File: src/rtl/sid_envelope.sv
// sid_envelope: per-voice SID ADSR envelope generator plus two-stage VCA.
// Build option: define SID_ENV_EXP_DECAY_EN for exponential decay/release (linear otherwise).
//
//   state        | meaning
//   ST_ATTACK    | env rises by one per rate tick until 0xFF
//   ST_DECAY     | env falls toward {sustain,sustain}, then holds
//   ST_RELEASE   | env falls toward 0, then holds
module sid_envelope #(
  parameter int unsigned BASE_ADDR = 0
) (
  input  logic        CLK,
  input  logic        RSTn,
  input  logic        CLKen,
  input  logic        WR,
  input  logic [4:0]  ADDR,
  input  logic [7:0]  DATA,
  input  logic [11:0] VOICE_IN,
  output logic [7:0]  ENV_OUT,
  output logic [11:0] OUTPUT
);

  localparam logic [4:0] ADDR_GATE = 5'(BASE_ADDR + 4);
  localparam logic [4:0] ADDR_AD   = 5'(BASE_ADDR + 5);
  localparam logic [4:0] ADDR_SR   = 5'(BASE_ADDR + 6);

  typedef enum logic [1:0] {
    ST_RELEASE = 2'd0,
    ST_ATTACK  = 2'd1,
    ST_DECAY   = 2'd2
  } state_t;

  function automatic logic [14:0] rate_period(input logic [3:0] idx);
    case (idx)
      4'd0:    rate_period = 15'd9;
      4'd1:    rate_period = 15'd32;
      4'd2:    rate_period = 15'd63;
      4'd3:    rate_period = 15'd95;
      4'd4:    rate_period = 15'd149;
      4'd5:    rate_period = 15'd220;
      4'd6:    rate_period = 15'd267;
      4'd7:    rate_period = 15'd313;
      4'd8:    rate_period = 15'd392;
      4'd9:    rate_period = 15'd977;
      4'd10:   rate_period = 15'd1954;
      4'd11:   rate_period = 15'd3126;
      4'd12:   rate_period = 15'd3907;
      4'd13:   rate_period = 15'd11720;
      4'd14:   rate_period = 15'd19532;
      default: rate_period = 15'd31251;
    endcase
  endfunction

  state_t      state_q, state_d;
  logic        gate_q, gate_d;
  logic        gate_prev_q, gate_prev_d;
  logic [3:0]  attack_q, attack_d;
  logic [3:0]  decay_q, decay_d;
  logic [3:0]  sustain_q, sustain_d;
  logic [3:0]  release_q, release_d;
  logic [7:0]  env_q, env_d;
  logic [14:0] rate_cnt_q, rate_cnt_d;
  logic [19:0] prod_q, prod_d;
  logic [11:0] out_q, out_d;

  logic [3:0]  rate_sel;
  logic [14:0] period_m1;
  logic        rate_tick;
  logic [7:0]  target;

`ifdef SID_ENV_EXP_DECAY_EN
  logic [4:0]  exp_cnt_q, exp_cnt_d;
  logic [4:0]  exp_period_m1;

  always_comb begin
    if (env_q > 8'h5D)      exp_period_m1 = 5'd0;
    else if (env_q > 8'h36) exp_period_m1 = 5'd1;
    else if (env_q > 8'h1A) exp_period_m1 = 5'd3;
    else if (env_q > 8'h0E) exp_period_m1 = 5'd7;
    else if (env_q > 8'h06) exp_period_m1 = 5'd15;
    else                    exp_period_m1 = 5'd29;
  end
`endif

  always_comb begin
    case (state_q)
      ST_ATTACK: rate_sel = attack_q;
      ST_DECAY:  rate_sel = decay_q;
      default:   rate_sel = release_q;
    endcase
    period_m1 = rate_period(rate_sel) - 15'd1;
    rate_tick = (rate_cnt_q == period_m1);
    target    = (state_q == ST_DECAY) ? {sustain_q, sustain_q} : 8'h00;
  end

  always_comb begin
    state_d     = state_q;
    gate_d      = gate_q;
    gate_prev_d = gate_prev_q;
    attack_d    = attack_q;
    decay_d     = decay_q;
    sustain_d   = sustain_q;
    release_d   = release_q;
    env_d       = env_q;
    rate_cnt_d  = rate_cnt_q;
`ifdef SID_ENV_EXP_DECAY_EN
    exp_cnt_d   = exp_cnt_q;
`endif

    if (WR) begin
      if (ADDR == ADDR_GATE) gate_d = DATA[0];
      if (ADDR == ADDR_AD) begin
        attack_d = DATA[7:4];
        decay_d  = DATA[3:0];
      end
      if (ADDR == ADDR_SR) begin
        sustain_d = DATA[7:4];
        release_d = DATA[3:0];
      end
    end

    if (CLKen) begin
      // A lowered rate can leave the count above the new period; it then runs to the 15-bit wrap.
      rate_cnt_d  = rate_tick ? 15'd0 : rate_cnt_q + 15'd1;
      gate_prev_d = gate_q;
      if (gate_q && !gate_prev_q) begin
        state_d = ST_ATTACK;
`ifdef SID_ENV_EXP_DECAY_EN
        exp_cnt_d = 5'd0;
`endif
      end else if (!gate_q && gate_prev_q) begin
        state_d = ST_RELEASE;
      end else if (rate_tick) begin
        case (state_q)
          ST_ATTACK: begin
            if (env_q == 8'hFF) begin
              state_d = ST_DECAY;
            end else begin
              env_d = env_q + 8'd1;
              if (env_q == 8'hFE) state_d = ST_DECAY;
            end
          end
          default: begin
            if (env_q > target) begin
`ifdef SID_ENV_EXP_DECAY_EN
              if (exp_cnt_q == exp_period_m1) begin
                exp_cnt_d = 5'd0;
                env_d     = env_q - 8'd1;
              end else begin
                exp_cnt_d = exp_cnt_q + 5'd1;
              end
`else
              env_d = env_q - 8'd1;
`endif
            end
          end
        endcase
      end
    end
  end

  // VCA: recentre the waveform to signed, scale by the envelope, keep the top 12 bits.
  logic signed [11:0] voice_s;
  logic signed [8:0]  env_s;
  logic               prod_lsb_unused;

  always_comb begin
    voice_s = {~VOICE_IN[11], VOICE_IN[10:0]};
    env_s   = {1'b0, env_q};
    prod_d  = 20'(voice_s) * 20'(env_s);
    out_d   = prod_q[19:8];
  end

  assign prod_lsb_unused = ^prod_q[7:0];

  always_ff @(posedge CLK) begin
    if (!RSTn) begin
      state_q     <= ST_RELEASE;
      gate_q      <= 1'b0;
      gate_prev_q <= 1'b0;
      attack_q    <= 4'd0;
      decay_q     <= 4'd0;
      sustain_q   <= 4'd0;
      release_q   <= 4'd0;
      env_q       <= 8'd0;
      rate_cnt_q  <= 15'd0;
      prod_q      <= 20'd0;
      out_q       <= 12'd0;
`ifdef SID_ENV_EXP_DECAY_EN
      exp_cnt_q   <= 5'd0;
`endif
    end else begin
      state_q     <= state_d;
      gate_q      <= gate_d;
      gate_prev_q <= gate_prev_d;
      attack_q    <= attack_d;
      decay_q     <= decay_d;
      sustain_q   <= sustain_d;
      release_q   <= release_d;
      env_q       <= env_d;
      rate_cnt_q  <= rate_cnt_d;
      prod_q      <= prod_d;
      out_q       <= out_d;
`ifdef SID_ENV_EXP_DECAY_EN
      exp_cnt_q   <= exp_cnt_d;
`endif
    end
  end

  assign ENV_OUT = env_q;
  assign OUTPUT  = out_q;

endmodule

File: config.mk
export PLATFORM = sky130hd
export DESIGN_NAME = sid_envelope
export DESIGN_NICKNAME = d
export VERILOG_FILES = /design/src/rtl/sid_envelope.sv
export SDC_FILE = /design/constraint.sdc
export NUM_CORES = 1
export LEC_CHECK = 0
export CORE_MARGIN = 2
export CORE_UTILIZATION = 50
export CTS_CLUSTER_SIZE = 10
export DETAILED_ROUTE_END_ITERATION = 10
export GPL_TIMING_DRIVEN = 0
export HOLD_SLACK_MARGIN = 0.12
export PLACE_DENSITY = 0.74
export SLEW_MARGIN = 20
export SYNTH_ARGS = -nofsm -noshare
export SYNTH_HDL_FRONTEND = slang
export SYNTH_SLANG_ARGS = --single-unit
export TNS_END_PERCENT = 30
File: constraint.sdc
create_clock -name CLK -period 7.21 [get_ports CLK]
set_input_delay 1.442 -clock CLK [delete_from_list [all_inputs] [get_ports CLK]]
set_output_delay 1.442 -clock CLK [all_outputs]
set_load 0.005 [all_outputs]
Word-level counts from Yosys, hierarchy flattened --
Memory sizes are Yosys's and may differ from the RTL's. Cells that the tools add are included.
Word-level totals: word-level logic and storage cells 55, bits in registers 75, memories kept 1, input bits 29, bits in read-only memories 240
Cells by class: mux-type cells 12, multipliers 1, $lt $le $gt $ge 1, reduce and logical (&&, ||, !) cells 13, bitwise operators 3, equality and inequality tests 9, $add $sub $neg 4
Memories:
- (no name shown) | words 16, bits a word 15, read ports 1, clocked after memory_dff 0, wr ports 0, line 33 | case (idx)
Operators with widths (number):
- 8-bit 2-to-1 mux | 4
- 12-bit by 9-bit multiplier with 20-bit output | 1
- 8-bit == test, second input constant | 2
- 15-bit by 1-bit adder with 15-bit output, second input constant | 1
- 15-bit == test | 1
- 5-bit by 3-bit == test with 1-bit output, second input constant | 3
- 15-bit 2-to-1 mux | 1
- 15-bit by 1-bit subtractor with 15-bit output, second input constant | 1
- 2-bit 2-to-1 mux | 6
- 8-bit by 1-bit adder with 8-bit output, second input constant | 1
- 8-bit greater-than comparator | 1
- 4-bit one-hot mux with 2 select lines | 1
- 8-bit by 1-bit subtractor with 8-bit output, second input constant | 1
- 2-bit AND reduction | 3
- 6-bit AND reduction | 1
- 3-bit nonzero test | 2
- 4-bit AND reduction | 1
- 4-bit nonzero test | 1
- 1-bit inverter | 3
- 2-bit by 1-bit == test with 1-bit output, second input constant | 1
- 2-bit == test, second input constant | 1
- 1-bit logical AND | 2
- 1-bit logical NOT | 2
- 2-bit inequality test, second input constant | 1
- 2-bit nonzero test | 1

Depth between registers and ports, before layout --
Gate-level depths: netlist (run 1). An unclocked memory read counts as a cell.
word-level depth 8, depth in mapped cells 22, depth with buffers taken out 20

Worst setup path before layout (run 1) --
Ideal clock, no wire load.
path kind input to register, from input port VOICE_IN[4], to register prod_q[19], library setup time 0.128 ns, path buffers 0, stages on the path 17, arrival 5.530 ns, slack 1.553 ns, required time 7.082 ns, path through and2_1 > fa_1 > fa_1 > fa_1 > inv_1 > fa_1 > inv_1 > ha_1 > a21o_1 > a21o_1 > a21oi_1 > o31ai_1 > a41oi_1 > o21ai_0 > a31oi_1 > xnor2_1 > nor2_1
Between the ends: cells in the longest elaborated chain, start to end 1
RTL lines:
- from (decl) | line 17 | input logic [11:0] VOICE_IN,
- 12-bit by 9-bit multiplier with 20-bit output | line 169 | prod_d = 20'(voice_s) * 20'(env_s);
- to (signal assigned) | line 201 | prod_q <= prod_d;
- to (decl) | line 62 | logic [19:0] prod_q, prod_d;
No other way between the ends. A chain may end at the register's enable or synchronous reset.

Worst setup path in the final report (run 1) --
from input port VOICE_IN[3], to register prod_q[19]
The elaborated chain is that of the path after synthesis.

==> qor.yml, run 1 <==
outcome: "completed"
finalWorstSetupSlack_ns: 0.780
crit_type: "in -> reg"
synth_ff_type: "dfxtp_1"
grt_max_degree: 12
dr_wl_met3_um: 823
path_max_fanout: 8
synthDistinctLibCells: 74
finalCritPeriodShare_pct: 89.2
period_minus_slack_ns: 6.43
viasPerCell: 5.44
setup_tns_ns: 0
fmax_ghz: 0.156
netlist_area_mm2: 0.00750
worst_setup_path_start_kind: "input port"
clockBufferDepth: 2
top_layer_used: "met4"
critPathRequiredTime_ns: 7.41
post_cts_buffers: 0
dr.pass1.iters: 4
rows: 44
cts_resized: 0
die_y_um: 126
synth_nets: 1028
synth.area.top_cells: "fa_1 (20%), dfxtp_1 (18%), ha_1 (11%)"
synth-seq-cells: 67
cts.htree.levels: 3
cts_root_buf: "clkbuf_16"
ys_warn_count: 0
grt-ovfl-total: 0
powerDensity_mw_per_mm2: 145
async_flop_share_pct: 0
slowest_delay_ns: 0.61
hold_viol: 0
leakage_nw: 3.88
pre_cts_slack_ns: 0.450
drc: 0
grt.total_usage_pct: 21.5
die_area_mm2: 0.0160
cp_data_arrival_time_ns: 6.63
core_area_mm2: 0.0146
seq_area_frac_synth_pct: 17.9
port_buffers: 47
path_clk_slew_ns: 0.05
layout.nets: 1086
gp_congestion: 0.910
drtIter0Drc: 350
dpl.cell_count: 1088
cap_violations: 0
rsz0062_at_grt: "no"
postCtsHoldBufs: 0
synth.avg_cell_area_um2: 8.75
cpMaxStageDelayCell: "clkdlybuf4s50_1"
hold_path_class: "reg -> reg"
path_cells: "clkdlybuf4s50_1, nand2_1, fa_1, fa_1, inv_1, ha_1, inv_1, fa_1, inv_1, ha_1, nand4_1, o21bai_1, a21o_1, a21oi_1, o31ai_1, a41oi_1, o21ai_0, a31oi_1, xnor2_1, nor2_1"
n_antenna_cell: 0
dr_wl_met2_mm: 7.37
synth_edf_count: 0
drive_gt1_share_pct: 5.02
synthCells: 857
yosys.area.top_type: "fa_1"
wl_per_cell_um: 15.0
synth_top_cell_area_share_pct: 20.3
drv_slew: 0
skew_ns: 0.00600
syn2layout_area_growth_pct: 13.2
cts_sinks: 67
initial_utilization_pct: 51.4
end_kind: "flip-flop"
route.vias.total: 5986
peakVddDrop_v: 0.000121
wirelength_mm: 16.6
cts_tree: "yes"
p_total_mw: 1.23
antenna_found_initial: 0
ant_nets: 0
grt_pass1_vias: 5941
die_x_um: 126
clock_latency_ns: 0.33
wl_met1_mm: 8.06
boundaryPins: 49
numCtsBuffers: 9
setup_violations: 0
slew_headroom_pct: 52.1
tightestPinTransition_ns: 0.718
hpwlAfterDp_mm: 13.0
finalNonFillerCells: 1101
grt_pass1_wl_mm: 28.5
## routing by layer
layer,up-vias,global-route usage (%)
met5,-,0
met4,0,5.04
met3,22,3.42
met2,138,34.5
met1,2871,30.7
li1,2955,-
## cell usage in the layout, fill, tap and decap left out, types with 4 or more instances in the layout
master,instances
clkbuf_16,9
fa_1,76
inv_1,122
nand4_1,12
xnor2_1,28
mux2i_1,22
and2_1,65
a31oi_1,7
buf_2,5
nor2_1,64
nand2b_1,10
nor4_1,6
nand2_1,70
and3_1,7
clkbuf_1,20
nand3_1,11
nor3_1,13
nor2b_1,7
o211ai_1,6
ha_1,66
o21a_1,9
dfxtp_1,67
a211oi_1,8
a21boi_0,4
o21ai_0,12
a21o_1,12
a21oi_1,30
o31ai_1,8
clkdlybuf4s50_1,47
xor2_1,19
## kinds of logic after synthesis
logic type                 share of synthesized area [%]
AOI/OAI and AO/OA                                   14.2
xor gates and xnor gates                            5.49
adders and majority gates                           31.3
buffers and inverters                               7.84
DFF                                                 17.9
muxes                                               3.99
and+or+nand+nor                                     19.3
## through the flow
step	instance area (um^2)	util [%]	hold slack, ns
6_report	8490	58.2	0.429
5_1_grt	8490	58.2	0.438
4_1_cts	8490	58.2	0.431
3_5_place_dp	8200	56.2	0.419
3_3_place_gp	8200	56.2	0.414
2_1_floorplan	7500	-	0.412
## state kept, by name, summed over array words and instances, names as in the netlist
| signal | flops |
|---|---|
| ENV_OUT | 8 |
| OUTPUT | 12 |
| attack_q | 4 |
| decay_q | 4 |
| gate_prev_q | 1 |
| gate_q | 1 |
| prod_q | 12 |
| rate_cnt_q | 15 |
| release_q | 4 |
| state_q | 2 |
| sustain_q | 4 |
## where the power goes
group	switching, mW	internal, mW	leakage, nW
sequential	0.00726	0.377	0.540
clock	0.152	0.280	0.140
combinational	0.256	0.161	3.20
total	0.415	0.818	3.88
## synthesized netlist by cell type (3+ instances only)
master      n
nor4_1      6
xor2_1     19
o21ai_0    12
a211oi_1    8
a21boi_0    4
xnor2_1    28
clkbuf_1   20
a21o_1     12
nand2b_1   10
a31oi_1     7
o31ai_1     8
mux2i_1    22
nand3_1    11
and2_1     65
nand4_1    12
mux2_2      3
dfxtp_1    67
o21bai_1    3
fa_1       76
o21a_1      9
buf_2       5
nor2_1     64
and4_1      3
inv_1     122
nand2_1    70
nor2b_1     7
o211ai_1    6
and3_1      7
a21oi_1    30
nor3_1     13
ha_1       66
## critical path: cells and delay by family
family | cells | cell delay [ns]
xor+xnor | 1 | 0.18
fa+ha+maj | 5 | 2.11
simple gates | 3 | 0.29
buf+inv | 4 | 0.75
compound gates | 7 | 1.85
## cell type report
cell class | instances | area [um^2]
well taps | 184 | 230
inverters | 123 | 462
plain buffers | 29 | 126
flip-flops and latches | 67 | 1340
clock buffers | 11 | 253
repair buffers | 47 | 470
fillers | 1306 | 6100
clock inverters | 2 | 37.5
multi-input cells | 638 | 5570
## worst paths after layout
check / startpoint / end / slack, ns / depth (start not counted)
setup / recovery: VOICE_IN[3] / prod_q[19] / 0.78 / 20
hold / removal: prod_q[10] / OUTPUT[2] / 0.43 / 1
setup reg to reg: ENV_OUT[4] / prod_q[19] / 1.41 / 19
hold reg to reg: prod_q[10] / OUTPUT[2] / 0.43 / 1
(Power assumes the default switching activity.)
==> inputs of run 2 (changes only) <==
- ABC_CLOCK_PERIOD_IN_PS: default -> 7210
==> results of run 2 <==
Final layout, timing and power as in run 1 (identical DEF).
==> inputs of run 3 (changes only) <==
--- a/config.mk
+++ b/config.mk
@@ -7,3 +7,3 @@
 export LEC_CHECK = 0
-export ABC_CLOCK_PERIOD_IN_PS = 7210
+export ABC_CLOCK_PERIOD_IN_PS = 8000
 export CORE_MARGIN = 2
==> constraint.sdc (replaced) <==
create_clock -name CLK -period 8 [get_ports CLK]
set_input_delay 2.4 -clock CLK [delete_from_list [all_inputs] [get_ports CLK]]
set_output_delay 2.4 -clock CLK [all_outputs]
set_load 0.005 [all_outputs]
==> results of run 3 <==
The final DEF is identical to that of run 1. Status: completed.
Among the figures that moved: setup slack after placement 0.450 ns -> 0.282 ns; setup slack after layout 0.780 ns -> 0.612 ns; register-to-register setup slack 1.41 ns -> 2.20 ns; total power 1.23 mW -> 1.11 mW; worst IR drop on VDD 0.000121 V -> 0.000109 V
